[src/rtl/div_unit_pkg.sv]
// div_unit_pkg: shared widths, FSM state codes, decoder constants and negate helper for the divider
package div_unit_pkg;
  localparam int WIDTH = 32;
  localparam int CNT_W = 6;
  typedef enum logic [1:0] {DIV_FREE, DIV_BYZERO, DIV_ON, DIV_END} div_state_t;
  localparam logic DIV_RESULT_READY = 1'b1;
  localparam logic DIV_RESULT_NOT_READY = 1'b0;
  localparam logic DIV_START = 1'b1;
  localparam logic DIV_STOP = 1'b0;
  localparam logic [5:0] EXE_DIV = 6'b011010;
  localparam logic [5:0] EXE_DIVU = 6'b011011;
  function automatic logic [WIDTH-1:0] twos(input logic [WIDTH-1:0] x, input logic n);
    return n ? (~x) + WIDTH'(1) : x;
  endfunction
endpackage

[src/rtl/div_unit_if.sv]
// div_unit_if: EX-stage request/result bundle between the pipeline and the divider
interface div_unit_if;
  import div_unit_pkg::*;
  logic start_i;
  logic signed_i;
  logic annul_i;
  logic [WIDTH-1:0] opdata1_i;
  logic [WIDTH-1:0] opdata2_i;
  logic [2*WIDTH-1:0] result_o;
  logic ready_o;
  logic stall_o;
  modport master(output start_i, signed_i, annul_i, opdata1_i, opdata2_i, input result_o, ready_o, stall_o);
  modport slave(input start_i, signed_i, annul_i, opdata1_i, opdata2_i, output result_o, ready_o, stall_o);
endinterface

[src/rtl/div_unit.sv]
// div_unit: multi-cycle radix-2 restoring divider with signed fix-up, abort and divide-by-zero handling
module div_unit
  import div_unit_pkg::*;
(
  input logic clk,
  input logic rst,
  div_unit_if.slave d
);
  div_state_t state;
  logic [CNT_W-1:0] cnt;
  logic [WIDTH-1:0] dvs, rem, quo, rem_nx, quo_nx;
  logic [WIDTH:0] diff;
  logic neg_q, neg_r, go, s1, s2;
  assign d.stall_o = d.start_i & ~d.ready_o;
  assign go = d.start_i & ~d.annul_i;
  assign s1 = d.signed_i & d.opdata1_i[WIDTH-1];
  assign s2 = d.signed_i & d.opdata2_i[WIDTH-1];
  // diff keeps the carry bit so divisors above 2^(WIDTH-1) still compare correctly
  always_comb begin
    diff = {rem, quo[WIDTH-1]} - {1'b0, dvs};
    rem_nx = diff[WIDTH] ? {rem[WIDTH-2:0], quo[WIDTH-1]} : diff[WIDTH-1:0];
    quo_nx = {quo[WIDTH-2:0], ~diff[WIDTH]};
  end
  always_ff @(posedge clk) begin
    if (rst) begin
      state <= DIV_FREE;
      cnt <= '0;
      dvs <= '0;
      rem <= '0;
      quo <= '0;
      neg_q <= 1'b0;
      neg_r <= 1'b0;
      d.ready_o <= DIV_RESULT_NOT_READY;
      d.result_o <= '0;
    end else begin
      d.ready_o <= DIV_RESULT_NOT_READY;
      case (state)
        DIV_FREE: if (go) begin
          state <= d.opdata2_i == '0 ? DIV_BYZERO : DIV_ON;
          quo <= twos(d.opdata1_i, s1);
          dvs <= twos(d.opdata2_i, s2);
          rem <= '0;
          cnt <= '0;
          neg_r <= s1;
          neg_q <= s1 ^ s2;
        end
        DIV_BYZERO: if (go) begin
          state <= DIV_END;
          d.ready_o <= DIV_RESULT_READY;
          d.result_o <= '0;
        end else state <= DIV_FREE;
        DIV_ON: if (!go) state <= DIV_FREE;
        else begin
          rem <= rem_nx;
          quo <= quo_nx;
          cnt <= cnt + CNT_W'(1);
          if (cnt == CNT_W'(WIDTH - 1)) begin
            state <= DIV_END;
            d.ready_o <= DIV_RESULT_READY;
            d.result_o <= {twos(rem_nx, neg_r), twos(quo_nx, neg_q)};
          end
        end
        default: state <= DIV_FREE;
      endcase
    end
  end
endmodule

[src/flat_wrapper.sv]
// flat-port wrapper written by rule: the top's interface ports become plain ports
module div_unit_flat import div_unit_pkg::*;
  (clk, rst, d_start_i, d_signed_i, d_annul_i, d_opdata1_i, d_opdata2_i, d_result_o, d_ready_o, d_stall_o);
  div_unit_if d_i ();
  input logic clk;
  input logic rst;
  input wire logic [$bits(d_i.start_i)-1:0] d_start_i;
  input wire logic [$bits(d_i.signed_i)-1:0] d_signed_i;
  input wire logic [$bits(d_i.annul_i)-1:0] d_annul_i;
  input wire logic [$bits(d_i.opdata1_i)-1:0] d_opdata1_i;
  input wire logic [$bits(d_i.opdata2_i)-1:0] d_opdata2_i;
  output wire logic [$bits(d_i.result_o)-1:0] d_result_o;
  output wire logic [$bits(d_i.ready_o)-1:0] d_ready_o;
  output wire logic [$bits(d_i.stall_o)-1:0] d_stall_o;
  assign d_i.start_i = d_start_i;
  assign d_i.signed_i = d_signed_i;
  assign d_i.annul_i = d_annul_i;
  assign d_i.opdata1_i = d_opdata1_i;
  assign d_i.opdata2_i = d_opdata2_i;
  assign d_result_o = d_i.result_o;
  assign d_ready_o = d_i.ready_o;
  assign d_stall_o = d_i.stall_o;
  div_unit u_core (.clk(clk), .rst(rst), .d(d_i));
endmodule
[config.mk]
export PLATFORM = sky130hd
export DESIGN_NAME = div_unit_flat
export DESIGN_NICKNAME = d
export VERILOG_FILES = /design/src/rtl/div_unit_pkg.sv /design/src/rtl/div_unit_if.sv /design/src/rtl/div_unit.sv /design/src/flat_wrapper.sv
export SDC_FILE = /design/constraint.sdc
export NUM_CORES = 1
export LEC_CHECK = 0
export CAP_MARGIN = 40
export CORE_ASPECT_RATIO = 0.9
export CORE_MARGIN = 2
export CORE_UTILIZATION = 56
export DETAILED_ROUTE_END_ITERATION = 10
export GPL_TIMING_DRIVEN = 0
export PLACE_DENSITY_LB_ADDON = 0.1
export SLEW_MARGIN = 20
export SYNTH_ARGS = -nofsm -noshare
export SYNTH_HDL_FRONTEND = slang
export SYNTH_SLANG_ARGS = --single-unit
[constraint.sdc]
create_clock -name clk -period 12.7 [get_ports clk]
set_input_delay 1.27 -clock clk [delete_from_list [all_inputs] [get_ports clk]]
set_output_delay 1.27 -clock clk [all_outputs]
set_load 0.005 [all_outputs]
* Word-level counts from Yosys, hierarchy flattened
Cells that the tools add are included. W data, S select, Z words.
Storage, ports and cells: memories kept 0, bits of input ports 69, output and inout bits 66, latch bits 0, ROM bits 0, bits in writable memories 0, register bits after elaboration 171
Cells by class: mux-type cells 28, bitwise gates (word level) 12, div/mod/pow operators 0, shift-type cells 0, $add $sub $neg 6, $mul 0, reduce and logical (&&, ||, !) cells 8, magnitude comparators 0, equal/unequal tests 8
Operators with widths (count):
- $mux W32 | 9
- $mux W64 | 3
- $add A32 B1 Y32 const B | 4
- $not A32 Y32 | 4
- $pmux W32 S2 | 2
- $pmux W64 S2 | 1
- $sub A33 B32 Y33 | 1
- $logic_not A32 Y1 | 1
- $mux W6 | 2
- $pmux W6 S2 | 1
- $mux W2 | 5
- $ne A2 B1 Y1 const B | 4
- $add A6 B1 Y6 const B | 1
- $eq A6 B5 Y1 const B | 1
- $pmux W2 S3 | 1
- $and A1 B1 Y1 | 4
- $reduce_and A2 Y1 | 2
- $reduce_and A4 Y1 | 1
- $reduce_bool A2 Y1 | 2
- $mux W1 | 3
- $ne A3 B3 Y1 const B | 1
- $not A1 Y1 | 3
- $reduce_and A3 Y1 | 1
- $eq A2 B1 Y1 const B | 1
- 4 further kinds | 4

* Logic depth before layout (Yosys ltp)
depth after elaboration 8, gate-level depth with buffers 24, gate-level depth less buffers 21

* Worst setup path before layout
OpenSTA, ideal clock, no wires.
kind reg-to-reg, start point register u_core.quo[31], end point register u_core.d.result_o[58], data arrival time 4.188 ns, path slack 8.385 ns, stages on the path, launching flop included 24, cells stage by stage dfxtp_1 inv_1 ha_1 fa_1 nand2b_1 a21oi_4 o211ai_2 a211oi_4 o21a_2 nor2_8 inv_2 buf_4 buf_4 buf_2 o21ai_0 inv_1 ha_1 inv_1 nor2_1 nand4b_1 o32a_1 o41ai_2 xor2_1 o21ai_1
On the way: longest elaborated chain between the ends 8
RTL lines:
- from (decl) | RTL line div_unit.sv:11 | logic [WIDTH-1:0] dvs, rem, quo, rem_nx, quo_nx;
- from (signal assigned) | RTL line div_unit.sv:40 | quo <= twos(d.opdata1_i, s1);
- from (signal assigned) | RTL line div_unit.sv:55 | quo <= quo_nx;
- $sub A33 B32 Y33 | RTL line div_unit.sv:20 | diff = {rem, quo[WIDTH-1]} - {1'b0, dvs};
- $mux W32 * | RTL line div_unit.sv:21 | rem_nx = diff[WIDTH] ? {rem[WIDTH-2:0], quo[WIDTH-1]} : diff[WIDTH-1:0];
- $not A32 Y32 | RTL line div_unit_pkg.sv:13 | return n ? (~x) + WIDTH'(1) : x;
- $add A32 B1 Y32 | RTL line div_unit_pkg.sv:13
- $mux W32 * | RTL line div_unit_pkg.sv:13
- $mux W64 * | RTL line div_unit.sv:57 | if (cnt == CNT_W'(WIDTH - 1)) begin
- $mux W64 * | RTL line div_unit.sv:52 | DIV_ON: if (!go) state <= DIV_FREE;
- $pmux W64 S2 * | RTL line div_unit.sv:37 | case (state)
- to (signal assigned) | RTL line div_unit.sv:60 | d.result_o <= {twos(rem_nx, neg_r), twos(quo_nx, neg_q)};
- to (decl) | RTL line div_unit_if.sv:13 | modport slave(input start_i, signed_i, annul_i, opdata1_i, opdata2_i, output result_o, ready_o, stall_o);
Every way passes the cells marked *; elsewhere a longest branch is shown, timed or not. The select of a mux whose other input is x is not followed. A chain may end at the register's enable or synchronous reset.

* Final worst setup path
start point register u_core.quo[31], end point register u_core.d.result_o[52]
Same word-level chain as after synthesis.

==> flow_summary.toml <==
[die]
rows = 50
die_w_um = 158
start_util_pct = 57.1
dieArea_sq_um = 22400
pin_count = 135
die_height_um = 142
core_area_sq_um = 20800

[cells_and_area]
multi_input_area_sq_um = 7840
seq_area_sq_um = 3420
layout-drive-gt1-share_pct = 6.35
area_growth_syn_to_layout_pct = 19.0
nets = 1799
fin_area_sq_um = 14200
antennaDiodeCount = 0
nFillCells = 1896

[drt]
drtPass1Iterations = 7
wl_per_cell_um = 20.1
via_count = 12500
drc = 0
drt-initial-drc-count = 1550
via_per_inst = 6.29
wirelength_um = 39900
postRouteAntennaNets = 0

[setup_path]
r2r_start = "u_core.quo[31]"
cp_max_fo = 10
cp-end-kind = "register"
critPathLaunch = "u_core.quo[31]"
cp.required_ns = 13.01
ff2ff_path_depth = 23
worstPathArrival_ns = 6.17
start_kind = "register"
endpoint = "u_core.d.result_o[52]"
reg2reg_setup_slack_ns = 6.84
crit_type = "reg -> reg"
timing.rr.end = "u_core.d.result_o[52]"

[logic_synthesis]
synthArstFlopShare_pct = 0
synth.area.top_cells = "dfxtp_1, nor2_1, xor2_1"
synth_top_area_share_pct = 28.8
synthTopCellsByCount = "nor2_1, dfxtp_1, nand2_1"
ys_seq_area_share_pct = 28.8
syn_area_per_cell_sq_um = 7.76
synth_top_area_cell = "dfxtp_1"
ys_types = 88
synthFlopType = "dfxtp_1"
synth_edf_count = 0
synth_seq_cells = 171
synth_cells = 1534
synthesis.area_sq_um = 11900
synth.net_count = 1645
yosys_warnings = 0
synth.most_common_cell = "nor2_1"

[sta]
slew_viol_final = 0
fin_skew_ns = 0.0157
hold_viol_final = 0
post-route-min-period_ns = 5.86
finalSetupTns_ns = 0
setup_viol = 0
grt_setup_unrepaired = "no"
worst_pin_slew_ns = 0.831
relSlewSlack_pct = 44.2
timing.final.ws_setup_ns = 6.84
max_freq_mhz = 171
period_share_pct = 46.1

[placed_design]
port_buffers = 134
dp_hpwl_um = 31400
post-place-ws_ns = 7.09
place.gp.congestion = 0.976
dpl_cell_area_sq_um = 13600

[pwr]
ir_drop_mv = 0.0919
powerDensity_nw_per_um2 = 106
power_leakage_nw = 5.40

[clock_network]
tritoncts = "yes"
cts_resized = 0
cts_buffers = 17
clk_pin_slew_ns = 0.07
worstSkewPairLatency_ns = 0.44
postCtsSetupRepairBufs = 0
cts_hold_buf = 0
h-tree-depth = 4
clockBufferDepth = 2
cts_sinks = 171
clock-root-buffer = "clkbuf_16"

[grt]
first_global_vias = 11200
grt-ovfl-total = 0
grt_pass1_wl_um = 61600
antenna_found_initial = 0
grt_max_degree = 17
track_usage_pct = 35.2

[outcome]
outcome = "complete, no violations"

[min_path]
hold_path_class = "reg -> reg"

[flow_run]
max_cap_violations = 0
[registers in the layout, indices dropped and copies added, names as in the netlist]
signal             flops
u_core.d.ready_o       1
u_core.cnt             6
u_core.neg_r           1
u_core.d.result_o     64
u_core.state           2
u_core.quo            32
u_core.neg_q           1
u_core.rem            32
u_core.dvs            32
[through the flow]
step	hold WS, ns	total power [W]	std cells	utilization [%]
after global routing	0.466	0.00156	1986	67.9
after CTS	0.450	0.00148	1986	67.9
final	0.446	0.00150	1986	67.9
after global placement	0.434	0.000987	1954	65.3
after floorplan	0.432	0.000861	1534	-
after detailed placement	0.441	0.000993	1955	65.3
[power by group]
part / internal [W] / switching (W)
clock network: 0.000260 / 0.000240
registers: 0.000554 / 0.0000215
logic: 0.000148 / 0.000272
total: 0.000963 / 0.000534
[critical path: stages (launching register included)]
cell and delay [ns]:
dfxtp_1 0.37, inv_1 0.08, ha_1 0.23, fa_1 0.41, nand2b_1 0.23, a21oi_4 0.26, o211ai_2 0.22, a211oi_4 0.41
o21a_2 0.29, nor2_8 0.09, inv_2 0.13, buf_4 0.22, buf_4 0.25, buf_2 0.33, o21ai_0 0.28, inv_1 0.12
ha_1 0.28, inv_1 0.13, nor2_1 0.11, nand4b_1 0.10, o32a_1 0.36, o31ai_1 0.40, xor2_1 0.31, o21ai_1 0.09
[metal layers]
layer	global-route usage, %	part of all wire [%]	up-vias
met2	51.8	42	687
met5	0	0	-
met4	8.71	1.9	0
li1	-	-	5902
met3	8.13	11	69
met1	51.6	45	5825
[worst min path at each step]
stage,startpoint,end,slack [ns],cells after the start
2_1_floorplan,u_core.dvs[31],u_core.dvs[31],0.43,2
3_3_place_gp,u_core.d.result_o[45],u_core.d.result_o[45],0.43,2
3_5_place_dp,u_core.d.result_o[43],u_core.d.result_o[43],0.44,2
4_1_cts,u_core.d.result_o[43],u_core.d.result_o[43],0.45,2
5_1_grt,u_core.d.result_o[43],u_core.d.result_o[43],0.47,2
6_report,u_core.d.result_o[43],u_core.d.result_o[43],0.45,2
[final cells by class]
class	count	share of cell area [%]
inverters	64	1.70
flip-flops and latches	171	24.2
plain buffers	93	2.79
well taps	286	2.53
multi-input cells	1206	55.4
repair buffers	135	9.53
clock buffers	19	3.13
clock inverters	12	0.751
[cell families after synthesis]
logic type / Yosys count / share of synthesized area [%]
AND/OR/NAND/NOR: 544 / 21.4
AO/OA/AOI/OAI: 464 / 28.2
flip-flops: 171 / 28.8
buffers and inverters: 157 / 5.34
XOR/XNOR: 135 / 9.94
adder cells (fa/ha/maj): 42 / 4.48
multiplexers: 21 / 1.88
[cells in the final DEF, fill, tap and decap left out, types with 7 or more instances in the layout]
master / instances
nand2_1: 163
clkdlybuf4s50_1: 134
o211ai_1: 11
nand3_1: 20
or4_1: 9
dfxtp_1: 171
inv_1: 63
o21ai_1: 24
a21oi_2: 7
nor4_1: 20
nor2_1: 196
ha_1: 41
nand2b_1: 8
mux2_2: 11
o41ai_1: 9
or3_1: 21
xnor2_1: 65
o41ai_2: 7
clkbuf_16: 17
nor3_1: 42
xor2_1: 70
a211oi_1: 36
o21a_1: 9
mux2i_1: 10
and2_1: 14
buf_2: 13
o21ai_0: 80
a22oi_1: 56
buf_4: 7
a21oi_1: 89
o31ai_1: 27
clkbuf_1: 70
a21o_1: 14
a222oi_1: 30
nand4_1: 10
Note: power is estimated with default switching activity, not from simulation.
